[config.mk]
export PLATFORM = sky130hd
export DESIGN_NAME = stopwatch_controller
export DESIGN_NICKNAME = d
export VERILOG_FILES = /design/src/rtl/stopwatch_pkg.sv /design/src/rtl/stopwatch_bcd_digit.sv /design/src/rtl/stopwatch_controller.sv
export SDC_FILE = /design/constraint.sdc
export NUM_CORES = 1
export LEC_CHECK = 0
export CORE_MARGIN = 2
export CORE_UTILIZATION = 35
export CTS_BUF_LIST = sky130_fd_sc_hd__clkbuf_8
export DETAILED_ROUTE_END_ITERATION = 10
export PLACE_DENSITY = 0.57
export SYNTH_ARGS = -nofsm -noshare
export SYNTH_HDL_FRONTEND = slang
export SYNTH_SLANG_ARGS = --single-unit
[constraint.sdc]
create_clock -name clk -period 1.9 [get_ports clk]
set_input_delay 0.38 -clock clk [delete_from_list [all_inputs] [get_ports clk]]
set_output_delay 0.38 -clock clk [all_outputs]
set_load 0.01 [all_outputs]
[src/rtl/stopwatch_pkg.sv]
// -----------------------------------------------------------------------------
// stopwatch_pkg
// Shared definitions for the four-digit BCD stopwatch: controller state
// encoding, the largest legal BCD digit value and the number of digits in
// the SS.hh cascade.
// -----------------------------------------------------------------------------
package stopwatch_pkg;

   // Controller states. The encoding is fixed so that debug probes and
   // external logic analysers read the same values as the documentation.
   typedef enum logic [1:0] {
      IDLE  = 2'd0,
      RUN   = 2'd1,
      PAUSE = 2'd2,
      LAP   = 2'd3
   } state_t;

   localparam logic [3:0] BCD_MAX = 4'd9;
   localparam int         DIGITS  = 4;

endpackage

[src/rtl/stopwatch_bcd_digit.sv]
// -----------------------------------------------------------------------------
// bcd_digit
// One decade (0-9) counter stage of the stopwatch cascade.
//
// Ports:
//   clk    in   system clock, rising edge
//   reset  in   synchronous active-high reset, count -> 0
//   enb    in   advance the digit by one this cycle
//   synch  in   synchronous clear, wins over enb
//   roll   out  combinational: digit is at 9 and enabled, so it wraps now
//   count  out  current BCD value, always 0-9
// -----------------------------------------------------------------------------
module bcd_digit
   import stopwatch_pkg::*;
(
   input  logic       clk,
   input  logic       reset,
   input  logic       enb,
   input  logic       synch,
   output logic       roll,
   output logic [3:0] count
);

   // Roll is the carry into the next digit. It must be combinational so the
   // whole cascade advances on the same tick edge.
   assign roll = enb && (count == BCD_MAX);

   // Clear has priority over counting; an enabled 9 wraps to 0.
   always_ff @(posedge clk) begin
      if (reset || synch) begin
         count <= 4'd0;
      end else if (enb) begin
         count <= (count == BCD_MAX) ? 4'd0 : count + 4'd1;
      end
   end

endmodule

[src/rtl/stopwatch_controller.sv]
// -----------------------------------------------------------------------------
// stopwatch_controller
// Sequencing controller for a four-digit BCD stopwatch (SS.hh, 00.00-99.99).
// Owns the hundredth-second prescaler, the start/stop/lap/clear state
// machine, the digit carry chain, the lap register and the overflow flag.
//
// Parameters:
//   TICK_DIV   clk cycles per hundredth-second tick (>= 2)
//
// Ports:
//   clk        in   system clock, rising edge
//   reset      in   synchronous active-high reset
//   startStop  in   debounced single-cycle pulse, toggles running/stopped
//   lap        in   single-cycle pulse, freezes or releases the display
//   clear      in   single-cycle pulse, zeroes the count when stopped
//   running    out  high in RUN and LAP
//   lapHold    out  high in LAP, display shows the captured lap value
//   overflow   out  sticky, set when the count wraps 99.99 -> 00.00
//   display    out  {secTens, secOnes, hunTens, hunOnes} in BCD
// -----------------------------------------------------------------------------
module stopwatch_controller
   import stopwatch_pkg::*;
#(
   parameter int TICK_DIV = 500000
) (
   input  logic        clk,
   input  logic        reset,
   input  logic        startStop,
   input  logic        lap,
   input  logic        clear,
   output logic        running,
   output logic        lapHold,
   output logic        overflow,
   output logic [15:0] display
);

   localparam int             PW      = (TICK_DIV > 2) ? $clog2(TICK_DIV) : 1;
   localparam logic [PW-1:0]  PRE_MAX = PW'(TICK_DIV - 1);

   state_t                  state;
   logic [PW-1:0]           prescaler;
   logic                    counting;
   logic                    tick;
   logic                    clear_acc;
   logic                    digit_synch;
   logic [4*DIGITS-1:0]     live_count;
   logic [4*DIGITS-1:0]     lap_reg;

   logic                    enb0, enb1, enb2, enb3;
   logic                    roll0, roll1, roll2, roll3;
   logic [3:0]              cnt0, cnt1, cnt2, cnt3;

   // Time only advances in RUN and LAP; LAP freezes the display, not the
   // clock. Clear is honoured only while stopped (IDLE or PAUSE).
   assign counting    = (state == RUN) || (state == LAP);
   assign tick        = counting && (prescaler == PRE_MAX);
   assign clear_acc   = clear && ((state == IDLE) || (state == PAUSE));
   assign digit_synch = reset || clear_acc;

   // Ripple carry chain: a digit advances when the tick reaches it through
   // every lower digit that is rolling over on this same tick.
   assign enb0 = tick;
   assign enb1 = enb0 && roll0;
   assign enb2 = enb1 && roll1;
   assign enb3 = enb2 && roll2;

   bcd_digit u_hun_ones (
      .clk   (clk),
      .reset (reset),
      .enb   (enb0),
      .synch (digit_synch),
      .roll  (roll0),
      .count (cnt0)
   );

   bcd_digit u_hun_tens (
      .clk   (clk),
      .reset (reset),
      .enb   (enb1),
      .synch (digit_synch),
      .roll  (roll1),
      .count (cnt1)
   );

   bcd_digit u_sec_ones (
      .clk   (clk),
      .reset (reset),
      .enb   (enb2),
      .synch (digit_synch),
      .roll  (roll2),
      .count (cnt2)
   );

   bcd_digit u_sec_tens (
      .clk   (clk),
      .reset (reset),
      .enb   (enb3),
      .synch (digit_synch),
      .roll  (roll3),
      .count (cnt3)
   );

   assign live_count = {cnt3, cnt2, cnt1, cnt0};

   // Prescaler: zeroed in IDLE and on an accepted clear, frozen in PAUSE so
   // a resume continues the partially elapsed hundredth without loss or gain.
   always_ff @(posedge clk) begin
      if (reset) begin
         prescaler <= '0;
      end else if ((state == IDLE) || clear_acc) begin
         prescaler <= '0;
      end else if (counting) begin
         prescaler <= tick ? '0 : prescaler + PW'(1);
      end
   end

   // Control state machine with registered running/lapHold, plus the lap
   // register and sticky overflow. Priority is clear > startStop > lap; a
   // lap capture samples the live digits before any same-cycle increment.
   always_ff @(posedge clk) begin
      if (reset) begin
         state    <= IDLE;
         running  <= 1'b0;
         lapHold  <= 1'b0;
         lap_reg  <= '0;
         overflow <= 1'b0;
      end else begin
         if (roll3) begin
            overflow <= 1'b1;
         end
         if (clear_acc) begin
            overflow <= 1'b0;
         end

         unique case (state)
            IDLE: begin
               if (!clear && startStop) begin
                  state   <= RUN;
                  running <= 1'b1;
               end
            end
            RUN: begin
               if (startStop) begin
                  state   <= PAUSE;
                  running <= 1'b0;
               end else if (lap) begin
                  state   <= LAP;
                  lapHold <= 1'b1;
                  lap_reg <= live_count;
               end
            end
            LAP: begin
               if (startStop) begin
                  state   <= PAUSE;
                  running <= 1'b0;
                  lapHold <= 1'b0;
               end else if (lap) begin
                  state   <= RUN;
                  lapHold <= 1'b0;
               end
            end
            PAUSE: begin
               if (clear) begin
                  state <= IDLE;
               end else if (startStop) begin
                  state   <= RUN;
                  running <= 1'b1;
               end
            end
         endcase
      end
   end

   assign display = lapHold ? lap_reg : live_count;

endmodule

; ---- Word-level counts from Yosys, hierarchy flattened
; Index checks and enable logic that the tools add are counted.
[totals]
reg_bits = 56
out_inout_bits = 19
word_cells = 82
[op_classes]
n_addsub = 5
n_eq_ne = 17
mux = 24
n_bitwise = 1
n_reduce_logical = 25
[ops]
columns = cell, count
row1 = $add A19 B1 Y19 const B, 1
row2 = $eq A19 B19 Y1 const B, 1
row3 = $mux W19, 1
row4 = $add A4 B1 Y4 const B, 4
row5 = $eq A4 B4 Y1 const B, 4
row6 = $mux W16, 1
row7 = $mux W4, 4
row8 = $mux W2, 7
row9 = $reduce_and A4 Y1, 3
row10 = $logic_and A1 B1 Y1, 10
row11 = $ne A3 B3 Y1 const B, 3
row12 = $mux W1, 8
row13 = $ne A2 B2 Y1 const B, 4
row14 = $pmux W2 S4, 1
row15 = $reduce_or A2 Y1, 3
row16 = $logic_or A1 B1 Y1, 5
row17 = $eq A2 B2 Y1 const B, 2
row18 = $ne A2 B1 Y1 const B, 2
row19 = $pmux W1 S3, 1
row20 = $reduce_and A3 Y1, 1
row21 = $eq A2 B1 Y1 const B, 1
row22 = $logic_not A2 Y1, 1
row23 = $pmux W1 S2, 1
row24 = $reduce_bool A2 Y1, 1
row25 = 2 further kinds, 2

; ---- Logic depth before layout (Yosys ltp)
; Gate-level depths: netlist of run 1.
[logic_depth]
depth_word = 10
depth_mapped = 7

; ---- Cells and area by module
; A second synthesis of run 1 with hierarchy kept.
[unflattened]
hier_cells = 302
hier_area_um2 = 2706.3
[modules_own_cells]
columns = mod, instances, cells_each, area_each_um2, seq_area_each_um2
row1 = stopwatch_controller, 1, 222, 1935.6, 800.8
row2 = bcd_digit, 4, 20, 192.7, 80.1

; ---- Least setup slack after synthesis of run 1
; No wires, ideal clock.
[synth_path]
kind = register to register
start = reg prescaler[0]
end = reg prescaler[18]
setup_time_ns = 0.115
arrival_time_ns = 1.648
required_ns = 1.785
slack_ns = 0.137
stages_incl_launch_ff = 7
path_buffers = 0
path_cell_list = dfxtp_1 -> ha_1 -> inv_1 -> or4_1 -> nor3_1 -> xnor2_1 -> nor2_1
[synth_via]
elab_chain_len = 3
word_cells_on_any_way = 4
[synth_rtl]
columns = item, line_no
row1 = start: declaration, stopwatch_controller.sv:41  ; logic [PW-1:0] prescaler;
row2 = start signal: assignment, stopwatch_controller.sv:113  ; prescaler <= tick ? '0 : prescaler + PW'(1);
row3 = "parallel branches: the longest is 2 deep, another holds $add A19 B1 Y19", -
row4 = $mux W19 (*), stopwatch_controller.sv:113
; Mark *: on every way between the ends.
; A chain may end at the register's enable or synchronous reset.

; ---- Final worst setup path of run 1
[layout_path]
start = reg lapHold
end = out display[3]
[layout_via]
elab_chain_len = 1
[layout_rtl]
columns = item, line_no
row1 = start: declaration, stopwatch_controller.sv:32  ; output logic lapHold,
row2 = start signal: assignment, stopwatch_controller.sv:124  ; lapHold <= 1'b0;
row3 = start signal: assignment, stopwatch_controller.sv:148  ; lapHold <= 1'b1;
row4 = start signal: assignment, stopwatch_controller.sv:156  ; lapHold <= 1'b0;
row5 = $mux W16, stopwatch_controller.sv:174  ; assign display = lapHold ? lap_reg : live_count;
row6 = end: declaration, stopwatch_controller.sv:34  ; output logic [15:0] display
; Every way passes these cells.

==> results.py, run 1 <==
metrics = {
    "power_and_ir_drop": {
        "p_leak_nw": 1.27,
        "vdd_ir_drop_max_v": 0.000254,
        "finalPower_mw": 1.98,
        "p_per_area_nw_per_um2": 584,
    },
    "synthesis": {
        "synth_area_per_cell_um2": 8.29,
        "synthArstFlopShare_pct": 0,
        "yosysSeqAreaShare_pct": 41.2,
        "synthCells": 328,
        "synth_edf_count": 0,
        "synth_nets": 334,
        "synth_area_um2": 2720,
        "synth_seq_cells": 56,
        "synth_cell_types": 47,
        "synthFlopType": "dfxtp_1",
        "synth_common_cells": "57 x nand2_1, 56 x dfxtp_1, 43 x nor2_1",
        "yosysMostFrequentCell": "nand2_1",
        "yosys.area.top_type": "dfxtp_1",
        "ys_warn_count": 0,
        "ys_top_cells_by_area": "dfxtp_1 41%, nand2_1 7.9%, nor2_1 5.9%",
        "netlist.area_leader.share_pct": 41.2,
    },
    "cts": {
        "clock_path_buffers": 2,
        "clk_pin_slew_ns": 0.11,
        "cts_tree": "built",
        "cts.sinks": 56,
        "hold_buffers": 0,
        "htreeDepth": 2,
        "numCtsBuffers": 5,
        "clock_tree.root_cell": "clkbuf_8",
        "clk-insertion-delay-late_ns": 0.31,
    },
    "sta": {
        "hold_violations": 0,
        "rsz0062_at_grt": "true",
        "setup_violations": 0,
        "fin_skew_ns": 0.0138,
        "fmax_ghz": 0.544,
        "setup-tns-final_ns": 0,
        "post-route-period-util_pct": 96.8,
        "slew_headroom_pct": 72.5,
        "min_period_ns": 1.84,
        "slew_viol_final": 0,
        "tightest_slew_ns": 0.410,
    },
    "place": {
        "numPlacedInstances": 469,
        "hpwl_um": 4260,
        "gp_congestion": 0.779,
        "port_buffers": 23,
        "dpl_cell_area_um2": 3280,
    },
    "drt": {
        "via_count": 2382,
        "initialDrtViolationCount": 74,
        "dr.pass1.iters": 4,
        "postRouteAntennaNets": 0,
        "drc": 0,
        "drt-total-wl_um": 5840,
        "viasPerCell": 4.98,
        "wl_per_cell_um": 12.2,
    },
    "grt": {
        "grt_max_degree": 21,
        "antenna_found_initial": 0,
        "grt_pass1_vias": 2331,
        "grt_pass1_wl_um": 10200,
        "grt-ovfl-total": 0,
        "track_usage_pct": 14.5,
    },
    "worst_setup_path": {
        "cpPeakStageDelay_ns": 0.36,
        "cp_cell_sequence": "buf_12 -> mux2_2 -> dlygate4sd2_1",
        "r2r_slack_ns": 0.12,
        "crit_required_ns": 1.52,
        "crit_path_end_kind": "primary output",
        "start_kind": "flop",
        "startpoint": "lapHold$_SDFFE_PP0P_",
        "critical_path.max_fanout": 18,
        "critPathKind": "reg -> out",
        "slowest_stage": "dfxtp_2",
        "regToRegStartpoint": "prescaler[11]$_SDFFE_PP0N_",
        "cp.arrival_ns": 1.46,
    },
    "die": {
        "core_area_um2": 7610,
        "fp.dieW_um": 92.2,
        "die_y_um": 92.2,
        "rows": 32,
        "dieArea_um2": 8490,
        "ios": 24,
        "start_util_pct": 35.8,
    },
    "finish": {
        "fin_cells": 478,
        "n_antenna_cell": 0,
        "final_cell_area_um2": 3380,
        "num-nets-final": 381,
        "layout-drive-gt1-share_pct": 17.8,
        "n_fill_cell": 775,
        "area_growth_pct": 24.3,
        "utilization_pct": 44.5,
        "largest_reg_flops": 19,
    },
    "worst_hold_path": {
        "hold_path.class": "reg -> reg",
        "hold_start": "lap_reg[7]$_SDFFE_PP0P_",
    },
    "run_status": {
        "status": "complete, no violations",
    },
    "job": {
        "max_cap_violations": 0,
    },
}
layer usage:
layer | GRT usage (%) | part of all wire [%]
met5 | 0 | 0
met4 | 3.73 | 1.1
met3 | 2.55 | 1.9
met2 | 25.2 | 46
met1 | 18.5 | 51
layout by cell type, fill, tap and decap left out, types with 2 or more instances in the layout:
cell type / n
a21o_1: 3
a21oi_1: 30
and2_1: 4
and4_1: 3
buf_12: 3
buf_4: 29
clkbuf_8: 5
clkdlybuf4s50_1: 7
clkinv_2: 2
dfxtp_1: 52
dfxtp_2: 4
dlygate4sd2_1: 16
inv_1: 9
mux2_2: 12
mux2i_1: 6
nand2_1: 57
nand2b_1: 2
nand3_1: 6
nand4_1: 8
nand4b_1: 2
nor2_1: 43
nor2b_1: 8
nor3b_2: 2
nor4_1: 5
o21ai_0: 9
or3_1: 2
or4_1: 2
xnor2_1: 11
xor2_1: 10
worst max-delay path: cells and delay by family (launching register included):
kind	cells	cell delay, ns
flip-flops	1	0.36
multiplexers	1	0.34
buffers and inverters	2	0.43
cell type report:
class                   count  area (um2)  area share, %
well taps                 102         128           3.77
inverters                   9        33.8          0.999
repair buffers             55         488           14.4
multi-input cells         248        1520           44.9
flip-flops and latches     56        1130           33.3
clock buffers               5        68.8           2.03
clock inverters             3        18.8          0.555
cells by family after synthesis:
group           after synthesis  synth area share (%)
flops                        56                  41.2
compound gates               51                  10.6
xor+xnor                     21                  6.76
fa+ha+maj                     1                 0.460
mux                          18                  7.18
simple gates                157                  30.0
buf+inv                      24                  3.73
through the flow:
stage               hold WS (ns)  worst slack [ns]
finish                     0.457            0.0606
global route               0.486          -0.00773
CTS                        0.461            0.0490
detailed placement         0.446             0.110
global placement           0.440            0.0980
floorplan                  0.433             0.137
worst paths after layout:
check / to / cells past startpoint
worst min-delay path: lap_reg[7]$_SDFFE_PP0P_ / 2
worst min register to register: lap_reg[7]$_SDFFE_PP0P_ / 2
worst max-delay path: display[3] / 3
worst max register to register: u_sec_tens.count[0]$_SDFFE_PP0P_ / 5
report_power, final:
group | switching [mW] | total, mW | leakage [nW] | internal [mW]
registers | 0.00618 | 1.19 | 0.453 | 1.18
clock network | 0.397 | 0.655 | 0.0479 | 0.258
logic | 0.0708 | 0.134 | 0.764 | 0.0628
total | 0.474 | 1.98 | 1.27 | 1.50
repair_timing:
item | in CTS | in global routing
resized for setup | 20 | 4
endpoints found under the hold margin | 0 | 0
endpoints found under the setup margin | 16 | 7
buffers inserted | 0 | 1
pin swaps | 0 | 2
No activity file was read; power rests on OpenSTA's default activity.
==> inputs of run 2 (changes only) <==
DONT_BUFFER_PORTS = 1   (was unset)
PLACE_DENSITY = 0.53   (was 0.57)
==> run 2 against run 1 <==
- via count decreased by 6.0%
- sequential cell count stayed put
- global-route usage up 0.25 points
- wire length shrank 0.74%
- total power grew 4.6%
- clock skew shrank 0.0072 ns
- final area decreased by 6.2%
- critical path type is now reg -> reg
==> results.py, run 2 (synthesized netlist as in run 1, its figures left out) <==
metrics = {
    "worst_setup_path": {
        "cp.arrival_ns": 2.01,
        "critPathTopFamily": "simple AND/OR/NAND/NOR gates",
        "critPathBufInv": 1,
        "crit_path_end_kind": "flop",
        "crit_required_ns": 2.11,
        "critical_path.max_fanout": 8,
        "slowest_stage": "dfxtp_1",
        "cp_cell_sequence": "nor4b_4 -> nand4_4 -> nor4_1 -> buf_4 -> mux2i_1 -> nor2_1",
        "critPathKind": "reg -> reg",
        "start_kind": "flop",
        "cpPeakStageDelay_ns": 0.37,
    },
    "grt": {
        "grt_max_degree": 24,
        "grt-ovfl-total": 0,
        "grt_pass1_vias": 2180,
        "antenna_found_initial": 0,
        "grt_pass1_wl_um": 10200,
        "track_usage_pct": 14.8,
    },
    "cts": {
        "htreeDepth": 2,
        "cts_tree": "built",
        "clk_pin_slew_ns": 0.10,
        "clock_path_buffers": 2,
        "hold_buffers": 0,
        "clock_tree.root_cell": "clkbuf_8",
        "numCtsBuffers": 5,
        "post_cts.repair.setup_buffers": 0,
        "clk-insertion-delay-late_ns": 0.31,
        "cts.sinks": 56,
    },
    "power_and_ir_drop": {
        "switching_share_pct": 22.1,
        "p_leak_nw": 1.08,
        "p_per_area_nw_per_um2": 651,
        "power_frac_clock_pct": 38.0,
        "combinationalPowerShare_pct": 4.4,
        "vdd_ir_drop_max_v": 0.000387,
        "switchingPower_mw": 0.456,
        "power_frac_seq_pct": 57.6,
        "p_int_mw": 1.61,
    },
    "place": {
        "dpl_cell_area_um2": 3030,
        "port_buffers": 0,
        "gp_congestion": 0.822,
        "hpwl_um": 4130,
        "numPlacedInstances": 445,
    },
    "finish": {
        "layout_common_cells": "56 x nand2_1, 55 x dfxtp_1, 43 x nor2_1",
        "n_fill_cell": 801,
        "n_antenna_cell": 0,
        "layout-drive-gt1-share_pct": 17.7,
        "area_growth_pct": 16.6,
        "num-nets-final": 356,
        "final_cell_area_um2": 3170,
        "fin_cells": 453,
        "largest_reg_flops": 19,
        "layout_commonest_cell": "nand2_1",
    },
    "sta": {
        "slew_viol_final": 0,
        "fmax_ghz": 0.555,
        "slew_headroom_pct": 73.7,
        "post-route-period-util_pct": 94.8,
        "rsz0062_at_grt": "true",
        "fin_skew_ns": 0.00661,
        "setup_violations": 0,
        "hold_violations": 0,
        "min_period_ns": 1.80,
        "tightest_slew_ns": 0.391,
    },
    "drt": {
        "wl_per_cell_um": 12.8,
        "postRouteAntennaNets": 0,
        "drc": 0,
        "via_count": 2239,
        "dr.pass1.iters": 4,
        "drt-total-wl_um": 5800,
        "initialDrtViolationCount": 96,
        "viasPerCell": 4.94,
    },
    "die": {
        "die_y_um": 92.2,
        "dieArea_um2": 8490,
        "fp.dieW_um": 92.2,
        "core_area_um2": 7610,
        "ios": 24,
        "rows": 32,
        "start_util_pct": 35.8,
    },
    "run_status": {
        "status": "complete, no violations",
    },
    "worst_hold_path": {
        "hold_path.class": "in -> reg",
    },
    "job": {
        "max_cap_violations": 0,
    },
}
run 2: cell types whose count changed in the layout (fill, tap and decap cells not counted), sizes merged:
cell,before,now
buf,32,30
bufinv,0,1
clkdlybuf4s50,7,0
clkinv,3,1
clkinvlp,0,1
dlygate4sd2,16,0
run 2: area by class of cell:
type / count / area, um2 / share of cell area, %
repair buffers: 30 / 250 / 7.89
flip-flops and latches: 56 / 1120 / 35.4
clock inverters: 3 / 42.5 / 1.34
multi-input cells: 248 / 1530 / 48.1
inverters: 9 / 33.8 / 1.07
clock buffers: 5 / 68.8 / 2.17
well taps: 102 / 128 / 4.02
run 2: repair_timing:
action                                  4_1_cts  5_1_grt
gates resized for setup                       2        4
cloned                                        0        0
hold endpoints to repair                      0        0
endpoints found under the setup margin        1        3
pin swaps                                     0        3
run 2: per-stage QoR:
step           hold slack, ns  utilization, %  setup WS [ns]  total power, mW  setup TNS (ns)
6_report                0.132            41.7         0.0989             2.07               0
5_1_grt                 0.101            41.7        -0.0476             2.16         -0.0598
4_1_cts                 0.112            41.4         0.0227             2.10               0
3_5_place_dp            0.437            39.8        -0.0127             1.31         -0.0127
3_3_place_gp            0.433            39.8         0.0467             1.31               0
2_1_floorplan           0.433               -          0.137             1.28               0
run 2: layer usage:
metal | vias to the layer above | GRT usage [%] | part of all wire [%]
met4 | 0 | 4.10 | 0.90
met3 | 5 | 2.88 | 3.8
met2 | 30 | 23.6 | 43
li1 | 1165 | - | -
met1 | 1039 | 20.3 | 52
met5 | - | 0 | 0
run 2: power by group through the flow:
stage	combinational [mW]	clock, mW	sequential (mW)
after floorplan	0.0643	0	1.21
after global placement	0.0933	0	1.22
after detailed placement	0.0940	0	1.22
after CTS	0.0942	0.816	1.19
after global routing	0.102	0.862	1.19
final	0.0914	0.785	1.19
run 2: final timing paths:
kind / cells after the start / slack, ns / end / start
min reg2reg: 2 / 0.45 / lap_reg[11]$_SDFFE_PP0P_ / lap_reg[11]$_SDFFE_PP0P_
min: 1 / 0.13 / state[0]$_SDFFE_PP0P_ / reset
max reg2reg: 6 / 0.1 / u_sec_ones.count[1]$_SDFFE_PP0N_ / prescaler[9]$_SDFFE_PP0N_
max: 6 / 0.1 / u_sec_ones.count[1]$_SDFFE_PP0N_ / prescaler[9]$_SDFFE_PP0N_
